==> src/rtl/nn_stream_controller_pkg.sv <==
// nn_stream_controller_pkg
// Shared fixed-point types and helpers for the neural_network host-side
// stream controller.
//   fixed_point        : {integral, fraction} element, copied bit-exact
//   nn_stream_state_t  : controller FSM states
//   cnt_width()        : counter width for a given element count
package nn_stream_controller_pkg;

  localparam int INTEGRAL_WIDTH = 8;
  localparam int FRACTION_WIDTH = 8;
  localparam int FIXED_WIDTH    = INTEGRAL_WIDTH + FRACTION_WIDTH;

  typedef struct packed {
    logic [INTEGRAL_WIDTH-1:0] integral;
    logic [FRACTION_WIDTH-1:0] fraction;
  } fixed_point;

  typedef enum logic [1:0] {
    LOAD,
    START,
    WAIT,
    UNLOAD
  } nn_stream_state_t;

  // A count of 1 still gets a one-bit counter so zero-width vectors never appear.
  function automatic int cnt_width(input int n);
    return $clog2((n < 2) ? 2 : n);
  endfunction

endpackage

==> src/rtl/nn_argmax_tracker.sv <==
// nn_argmax_tracker
// Running signed maximum over the elements streamed out of the controller.
// Each element is compared as a signed two's-complement {integral,fraction};
// ties keep the lowest index.
// Ports:
//   clock, reset      : clock, asynchronous active-low reset
//   xfer              : an element is transferred this cycle
//   last              : the transferred element is the final one of the frame
//   index, data       : position and value of the element on the stream
//   class_index       : index of the frame maximum, held until the next frame
//   class_valid       : one-cycle pulse the cycle after the final transfer
module nn_argmax_tracker
  import nn_stream_controller_pkg::*;
#(
  parameter int NUM_OUTPUTS = 10
) (
  input  logic                              clock,
  input  logic                              reset,
  input  logic                              xfer,
  input  logic                              last,
  input  logic [cnt_width(NUM_OUTPUTS)-1:0] index,
  input  fixed_point                        data,
  output logic [cnt_width(NUM_OUTPUTS)-1:0] class_index,
  output logic                              class_valid
);

  localparam int IW = cnt_width(NUM_OUTPUTS);

  logic signed [FIXED_WIDTH-1:0] value;
  logic signed [FIXED_WIDTH-1:0] best_value;
  logic [IW-1:0]                 best_index;
  logic                          take;

  assign value = $signed({data.integral, data.fraction});

  // Element 0 always seeds the maximum; a strict compare keeps the lowest index on ties.
  assign take = (index == '0) || (value > best_value);

  // The final transfer resolves the winner directly so class_index is valid
  // in the same cycle as the class_valid pulse.
  always_ff @(posedge clock or negedge reset) begin
    if (!reset) begin
      best_value  <= '0;
      best_index  <= '0;
      class_index <= '0;
      class_valid <= 1'b0;
    end else begin
      class_valid <= xfer && last;
      if (xfer) begin
        if (take) begin
          best_value <= value;
          best_index <= index;
        end
        if (last) begin
          class_index <= take ? index : best_index;
        end
      end
    end
  end

endmodule

==> src/rtl/nn_stream_controller.sv <==
// nn_stream_controller
// Host-side driver for neural_network: packs NUM_INPUTS streamed samples into
// the parallel inputs vector, pulses inputs_ready, waits for outputs_ready,
// captures the result vector and streams it back out with a last marker.
// Ports:
//   clock, reset                : clock, asynchronous active-low reset
//   in_data/in_valid/in_ready   : input sample stream from the host
//   inputs, inputs_ready        : parallel vector and start pulse to the network
//   outputs, outputs_ready      : result vector and strobe from the network
//   out_data/out_valid/out_ready/out_last : result stream back to the host
//   busy                        : high whenever a frame is in flight
// Optional build macro NN_STREAM_ARGMAX_EN adds class_index/class_valid,
// the signed argmax of each result frame.
module nn_stream_controller
  import nn_stream_controller_pkg::*;
#(
  parameter int NUM_INPUTS  = 10,
  parameter int NUM_OUTPUTS = 10
) (
  input  logic       clock,
  input  logic       reset,
  input  fixed_point in_data,
  input  logic       in_valid,
  output logic       in_ready,
  output fixed_point inputs [NUM_INPUTS],
  output logic       inputs_ready,
  input  fixed_point outputs [NUM_OUTPUTS],
  input  logic       outputs_ready,
  output fixed_point out_data,
  output logic       out_valid,
  input  logic       out_ready,
  output logic       out_last,
  output logic       busy
`ifdef NN_STREAM_ARGMAX_EN
  ,
  output logic [cnt_width(NUM_OUTPUTS)-1:0] class_index,
  output logic                              class_valid
`endif
);

  localparam int LW = cnt_width(NUM_INPUTS);
  localparam int UW = cnt_width(NUM_OUTPUTS);
  localparam logic [LW-1:0] LOAD_LAST   = LW'(NUM_INPUTS - 1);
  localparam logic [UW-1:0] UNLOAD_LAST = UW'(NUM_OUTPUTS - 1);

  nn_stream_state_t state, next_state;
  logic [LW-1:0]    load_cnt;
  logic [UW-1:0]    unload_cnt;
  logic             started;
  fixed_point       buffer [NUM_OUTPUTS];
  logic             in_xfer;
  logic             out_xfer;
  logic             capture;

  // started keeps in_ready low until the first edge after reset release.
  assign in_xfer  = in_valid && started && (state == LOAD);
  assign out_xfer = out_ready && (state == UNLOAD);
  assign capture  = outputs_ready && (state == WAIT);

  // State register.
  always_ff @(posedge clock or negedge reset) begin
    if (!reset) begin
      state <= LOAD;
    end else begin
      state <= next_state;
    end
  end

  // Next-state and stream handshake outputs; out_data is forced to zero
  // outside UNLOAD so a stale buffer entry never shows on the host stream.
  always_comb begin
    next_state   = state;
    in_ready     = 1'b0;
    inputs_ready = 1'b0;
    out_valid    = 1'b0;
    out_last     = 1'b0;
    out_data     = '0;
    busy         = 1'b1;
    case (state)
      LOAD: begin
        in_ready = started;
        busy     = 1'b0;
        if (in_xfer && (load_cnt == LOAD_LAST)) begin
          next_state = START;
        end
      end
      START: begin
        inputs_ready = 1'b1;
        next_state   = WAIT;
      end
      WAIT: begin
        if (capture) begin
          next_state = UNLOAD;
        end
      end
      UNLOAD: begin
        out_valid = 1'b1;
        out_data  = buffer[unload_cnt];
        out_last  = (unload_cnt == UNLOAD_LAST);
        if (out_xfer && (unload_cnt == UNLOAD_LAST)) begin
          next_state = LOAD;
        end
      end
      default: next_state = LOAD;
    endcase
  end

  // Datapath: input packing, result capture and the two element counters.
  // The inputs vector only changes on a LOAD write, so it stays stable for
  // the network from START until the next frame begins.
  always_ff @(posedge clock or negedge reset) begin
    if (!reset) begin
      started    <= 1'b0;
      load_cnt   <= '0;
      unload_cnt <= '0;
      for (int i = 0; i < NUM_INPUTS; i++) begin
        inputs[i] <= '0;
      end
      for (int i = 0; i < NUM_OUTPUTS; i++) begin
        buffer[i] <= '0;
      end
    end else begin
      started <= 1'b1;
      if (in_xfer) begin
        inputs[load_cnt] <= in_data;
        load_cnt         <= (load_cnt == LOAD_LAST) ? '0 : load_cnt + 1'b1;
      end
      if (capture) begin
        for (int i = 0; i < NUM_OUTPUTS; i++) begin
          buffer[i] <= outputs[i];
        end
      end
      if (out_xfer) begin
        unload_cnt <= (unload_cnt == UNLOAD_LAST) ? '0 : unload_cnt + 1'b1;
      end
    end
  end

`ifdef NN_STREAM_ARGMAX_EN
  nn_argmax_tracker #(
    .NUM_OUTPUTS (NUM_OUTPUTS)
  ) u_argmax (
    .clock       (clock),
    .reset       (reset),
    .xfer        (out_xfer),
    .last        (out_last),
    .index       (unload_cnt),
    .data        (out_data),
    .class_index (class_index),
    .class_valid (class_valid)
  );
`endif

endmodule

==> config.mk <==
export PLATFORM = sky130hd
export DESIGN_NAME = nn_stream_controller
export DESIGN_NICKNAME = d
export VERILOG_FILES = /design/src/rtl/nn_stream_controller_pkg.sv /design/src/rtl/nn_argmax_tracker.sv /design/src/rtl/nn_stream_controller.sv
export SDC_FILE = /design/constraint.sdc
export NUM_CORES = 1
export LEC_CHECK = 0
export CAP_MARGIN = 20
export CORE_AREA = 2 2 165 167
export CTS_CLUSTER_DIAMETER = 120
export DETAILED_ROUTE_END_ITERATION = 12
export DIE_AREA = 0 0 167 169
export HOLD_SLACK_MARGIN = 0.12
export PLACE_DENSITY = 0.88
export SYNTH_ARGS = -nofsm -noshare
export SYNTH_HDL_FRONTEND = slang
export SYNTH_SLANG_ARGS = --single-unit
==> constraint.sdc <==
create_clock -name clock -period 4.8 [get_ports clock]
set_input_delay 0.96 -clock clock [delete_from_list [all_inputs] [get_ports clock]]
set_output_delay 0.96 -clock clock [all_outputs]
set_load 0.01 [all_outputs]
# Yosys cells after proc, flatten, opt, wreduce, memory -nomap -nowiden
# Index checks and enable logic that the tools add are counted.
# totals
regBits	331
in_bits	181
out_inout_bits	181
wordCells	86
# classes
addsub	2
n_lt_le_gt_ge	3
n_eq_ne	8
n_mux	18
bitwise	2
n_reduce_logical	9
# op_table
op	count
160-bit bitwise mux	1
16-bit binary-select mux with 4-bit select	1
16-bit demux with 4-bit select	1
16-bit two-way mux	4
5-bit greater-or-equal comparator (second input constant)	2
4-bit NOT with 5-bit output	2
4-bit by 1-bit adder with 4-bit output (second input constant)	2
4-bit equality test (second input constant)	2
4-bit two-way mux	2
2-bit case mux with 4 select lines	1
1-bit logical AND	7
2-bit two-way mux	3
5-bit by 1-bit less-than comparator with 1-bit output (second input constant)	1
1-bit two-way mux	5
2-bit equality test (second input constant)	2
2-bit by 1-bit != test with 1-bit output (second input constant)	2
3-bit AND reduction	1
2-bit by 1-bit equality test with 1-bit output (second input constant)	1
2-bit logical NOT	1
2-bit != test (second input constant)	1

# Depth between registers and ports, before layout
# depth
depth_word	6
ltp_mapped	9
mapped_depth_nobuf	6

# Least setup slack after synthesis
# OpenSTA, ideal clock, no wires.
# synth_timing
path_kind	reg-to-output
start	reg unload_cnt[1]
end	out out_data[0] in the netlist's numbering
arrival_ns	1.772
t_required_ns	3.840
path_slack_ns	2.068
path_stages_with_launch	8
n_path_buf	3
path_cell_list	dfrtp_1 > or2_2 > clkbuf_1 > or2_2 > clkbuf_1 > clkbuf_1 > o22ai_1 > and3_1
# synth_lines
element	line_no	source
start, declared	nn_stream_controller.sv:48	logic [UW-1:0] unload_cnt;
start signal, assigned	nn_stream_controller.sv:134	unload_cnt <= (unload_cnt == UNLOAD_LAST) ? '0 : unload_cnt + 1'b1;
end, declared	nn_stream_controller.sv:29	output fixed_point out_data,

==> run_results.csv <==
group,metric,value,unit
sta,rsz0062_at_grt,"no",
logic_synthesis,synth_top_cell_by_area,"dfrtp_1",
route,drc,0,
sta,tightestPinTransition,1100,ps
clock_tree,clockBufferDepth,3,
place,io_buffers,361,
power,p_comb_share,39.1,%
global_routing,grt_max_degree,111,
power,p_total,12.6,mW
worst_setup_path,path_cells,"or2_2 > or2_2 > o22ai_1 > and3_1 > clkdlybuf4s50_1",
sta,slew_headroom,26.3,%
logic_synthesis,synthSimpleGateAreaFrac,3.11,%
floorplan,ios,362,
sta,timing.setup.tns,0,ps
logic_synthesis,synth-xor-area-share,0.252,%
power,p_clk_share,22.7,%
logic_synthesis,synth_compound_gate_area_share,1.95,%
worst_setup_path,worstPathArrival,3140,ps
worst_setup_path,crit_fanout,22,
place,dpl_worst_slack,1260,ps
place,gp_congestion,0.910,
global_routing,antenna_found_initial,4,
clock_tree,path_clk_slew,60,ps
logic_synthesis,yosys_register_bits,331,
sta,fmax,0.244,GHz
clock_tree,cts_hold_buf,0,
worst_setup_path,slowest_stage,"dfrtp_1",
logic_synthesis,syn_inst,915,
layout,stdcell_area,0.0191,mm2
place,place_area,0.0178,mm2
route,drt-vias-per-instance,5.58,
floorplan,rows,60,
global_routing,grt_first_pass_wirelength,59400,um
clock_tree,clock-sinks,331,
floorplan,core_area,0.0265,mm2
power,cellPowerDensity,663,mW/mm2
sta,worst_slack,696,ps
route,via_count,9079,
place,dpl.hpwl,26200,um
power,leakage,8.35,nW
worst_setup_path,worstReg2RegStart,"state[0]",
worst_setup_path,rrSetupSlack,1990,ps
layout,final.fill_count,1697,
logic_synthesis,ys_warn_count,0,
layout,syn2layout_area_growth,37.1,%
worst_setup_path,path_common_cell,"or2_2",
worst_setup_path,cp.required,3840,ps
sta,drv_slew,0,
worst_setup_path,path_class,"reg2out",
clock_tree,htreeDepth,2,
route,drtAntennaViolNets,0,
logic_synthesis,synth_top_area_share,59.6,%
outcome,outcome,"complete, no violations",
clock_tree,postCtsSetupBuffers,0,
logic_synthesis,synth-async-reset-ratio,100,%
logic_synthesis,syn-num-nets,1100,
clock_tree,cts-root-buf,"clkbuf_16",
sta,skew,18.9,ps
layout,finalNetCount,1441,
sta,hold_viol,0,
power,p_sw,3.91,mW
worst_setup_path,cp_slowest_stage_delay,640,ps
sta,timing.final.crit_share,85.5,%
power,p_sw_share,31.0,%
clock_tree,ctsResizeCount,0,
logic_synthesis,seq_area_frac_synth,59.6,%
sta,layout_min_cycle_time,4100,ps
logic_synthesis,ys_top_cells_by_count,"352 x mux2_2, 331 x dfrtp_1, 32 x o22ai_1, 30 x clkbuf_1, 25 x buf_1",
logic_synthesis,synth_fa_ha_area_share,0.360,%
logic_synthesis,synth_most_common_cell,"mux2_2",
logic_synthesis,ys.flop_type,"dfrtp_1",
floorplan,initial_core_util,52.5,%
worst_setup_path,reg2reg_depth,6,
worst_setup_path,startpoint_type,"register",
global_routing,grt_overflow,0,
sta,setup-violations-final,0,
power,ir_drop,0.407,mV
route,dr.pass1.iters,4,
logic_synthesis,synth_edf_count,0,
floorplan,die_area,0.0282,mm2
clock_tree,clock_latency,510,ps
logic_synthesis,muxShareOfSynthArea,32.3,%
global_routing,grt_usage,27.7,%
power,seqPwrFrac,38.2,%
route,wirelength,39300,um
layout,drive_gt1_share,35.1,%
floorplan,fp.dieH,169,um
logic_synthesis,syn-cell-area,0.0139,mm2
route,post_drt_wl_per_cell,24.2,um
logic_synthesis,avgSynthCellArea,15.2,um2
sta,hold_ws,459,ps
worst_hold_path,min_path_type,"in2async",
floorplan,die_w,167,um
clock_tree,cts_inserted_buffers,36,
global_routing,grt_pass1_vias,9914,
route,drtIter0Drc,532,
clock_tree,cts_tree,"done",
worst_setup_path,r2r-end,"inputs[34]",
logic_synthesis,synthTopCellsByArea,"dfrtp_1 60%, mux2_2 29%, mux4_2 2.6%",
logic_synthesis,synth_cell_types,41,
flow_run,cap_violations,0,
logic_synthesis,synth_top_family_by_area,"multiplexers",
worst_setup_path,endpoint_kind,"output pin",
power,power.internal,8.72,mW
-- worst max-delay path, delay by kind of cell (launching register included) --
kind                   cells  cell delay (ps)
buffers and inverters      1              560
AOI/OAI and AO/OA          1              180
DFF                        1              640
and+or+nand+nor            3             1270
-- how the worst max path moves through the flow --
stage / from / slack [ps] / end / cells past startpoint
2_1_floorplan: unload_cnt[1] / 2070 / out_data[0] / 7
3_3_place_gp: unload_cnt[0] / 1280 / out_data[12] / 6
3_5_place_dp: unload_cnt[0] / 1260 / out_data[7] / 6
4_1_cts: unload_cnt[2] / 710 / out_data[7] / 5
5_1_grt: unload_cnt[2] / 560 / out_data[3] / 5
6_report: unload_cnt[2] / 700 / out_data[7] / 5
-- logic make-up after synthesis --
group,Yosys count
compound gates,42
xor+xnor,4
fa+ha+maj,4
buf+inv,78
flops,331
mux,385
other cells,1
simple gates,70
-- layer usage --
metal | track usage, % | share of wire [%] | wire [um] | up-vias
li1 | - | - | - | 3965
met1 | 33.3 | 38 | 14800 | 4631
met2 | 45.8 | 49 | 19100 | 396
met3 | 10.4 | 10 | 4070 | 83
met4 | 9.93 | 3.3 | 1300 | 4
met5 | 0 | 0.069 | 27 | -
-- cell type report --
| cell class | instances | area, um2 | share of cell area, % |
|---|---|---|---|
| antenna | 4 | 10.0 | 0.0525 |
| clock buffer | 54 | 1110 | 5.83 |
| clock inverter | 10 | 128 | 0.670 |
| inverter | 8 | 30.0 | 0.158 |
| multi-input combinational | 506 | 5300 | 27.8 |
| sequential | 331 | 8290 | 43.5 |
| tap | 341 | 427 | 2.24 |
| timing repair buffer | 373 | 3770 | 19.8 |
-- stage by stage --
stage | utilization [%] | instances
after floorplan | - | 915
after global placement | 67.1 | 1558
after detailed placement | 67.1 | 1558
after CTS | 71.8 | 1622
after global routing | 71.9 | 1623
final | 71.9 | 1627
-- placed cells by master, fill, tap and decap left out, drive strengths merged, types with 2 or more instances in the layout --
master / n
dfrtp: 331
nor3: 3
and3: 16
buf: 13
xor2: 2
diode: 4
nor3b: 2
o21ai: 5
mux4: 16
nand3: 4
bufinv: 3
or2: 3
nand2: 9
inv: 8
clkinv: 6
xnor2: 2
clkbuf: 54
nor2b: 2
ha: 4
mux2i: 16
o22ai: 32
mux2: 353
nand2b: 21
clkdlybuf4s50: 360
nor2: 6
-- flip-flops by register name (all words and copies together) (netlist names) --
| name | flops |
|---|---|
| unload_cnt | 4 |
| started | 1 |
| buffer | 160 |
| state | 2 |
| inputs | 160 |
| load_cnt | 4 |
-- power groups by stage --
stage / sequential (mW) / combinational, mW / clock, mW
after floorplan: 4.80 / 2.62 / 0
after global placement: 4.73 / 4.80 / 0
after detailed placement: 4.83 / 4.90 / 0
after CTS: 4.82 / 4.98 / 2.91
after global routing: 4.97 / 5.24 / 3.03
final: 4.83 / 4.94 / 2.86
Note: power is estimated with default switching activity, not from simulation.
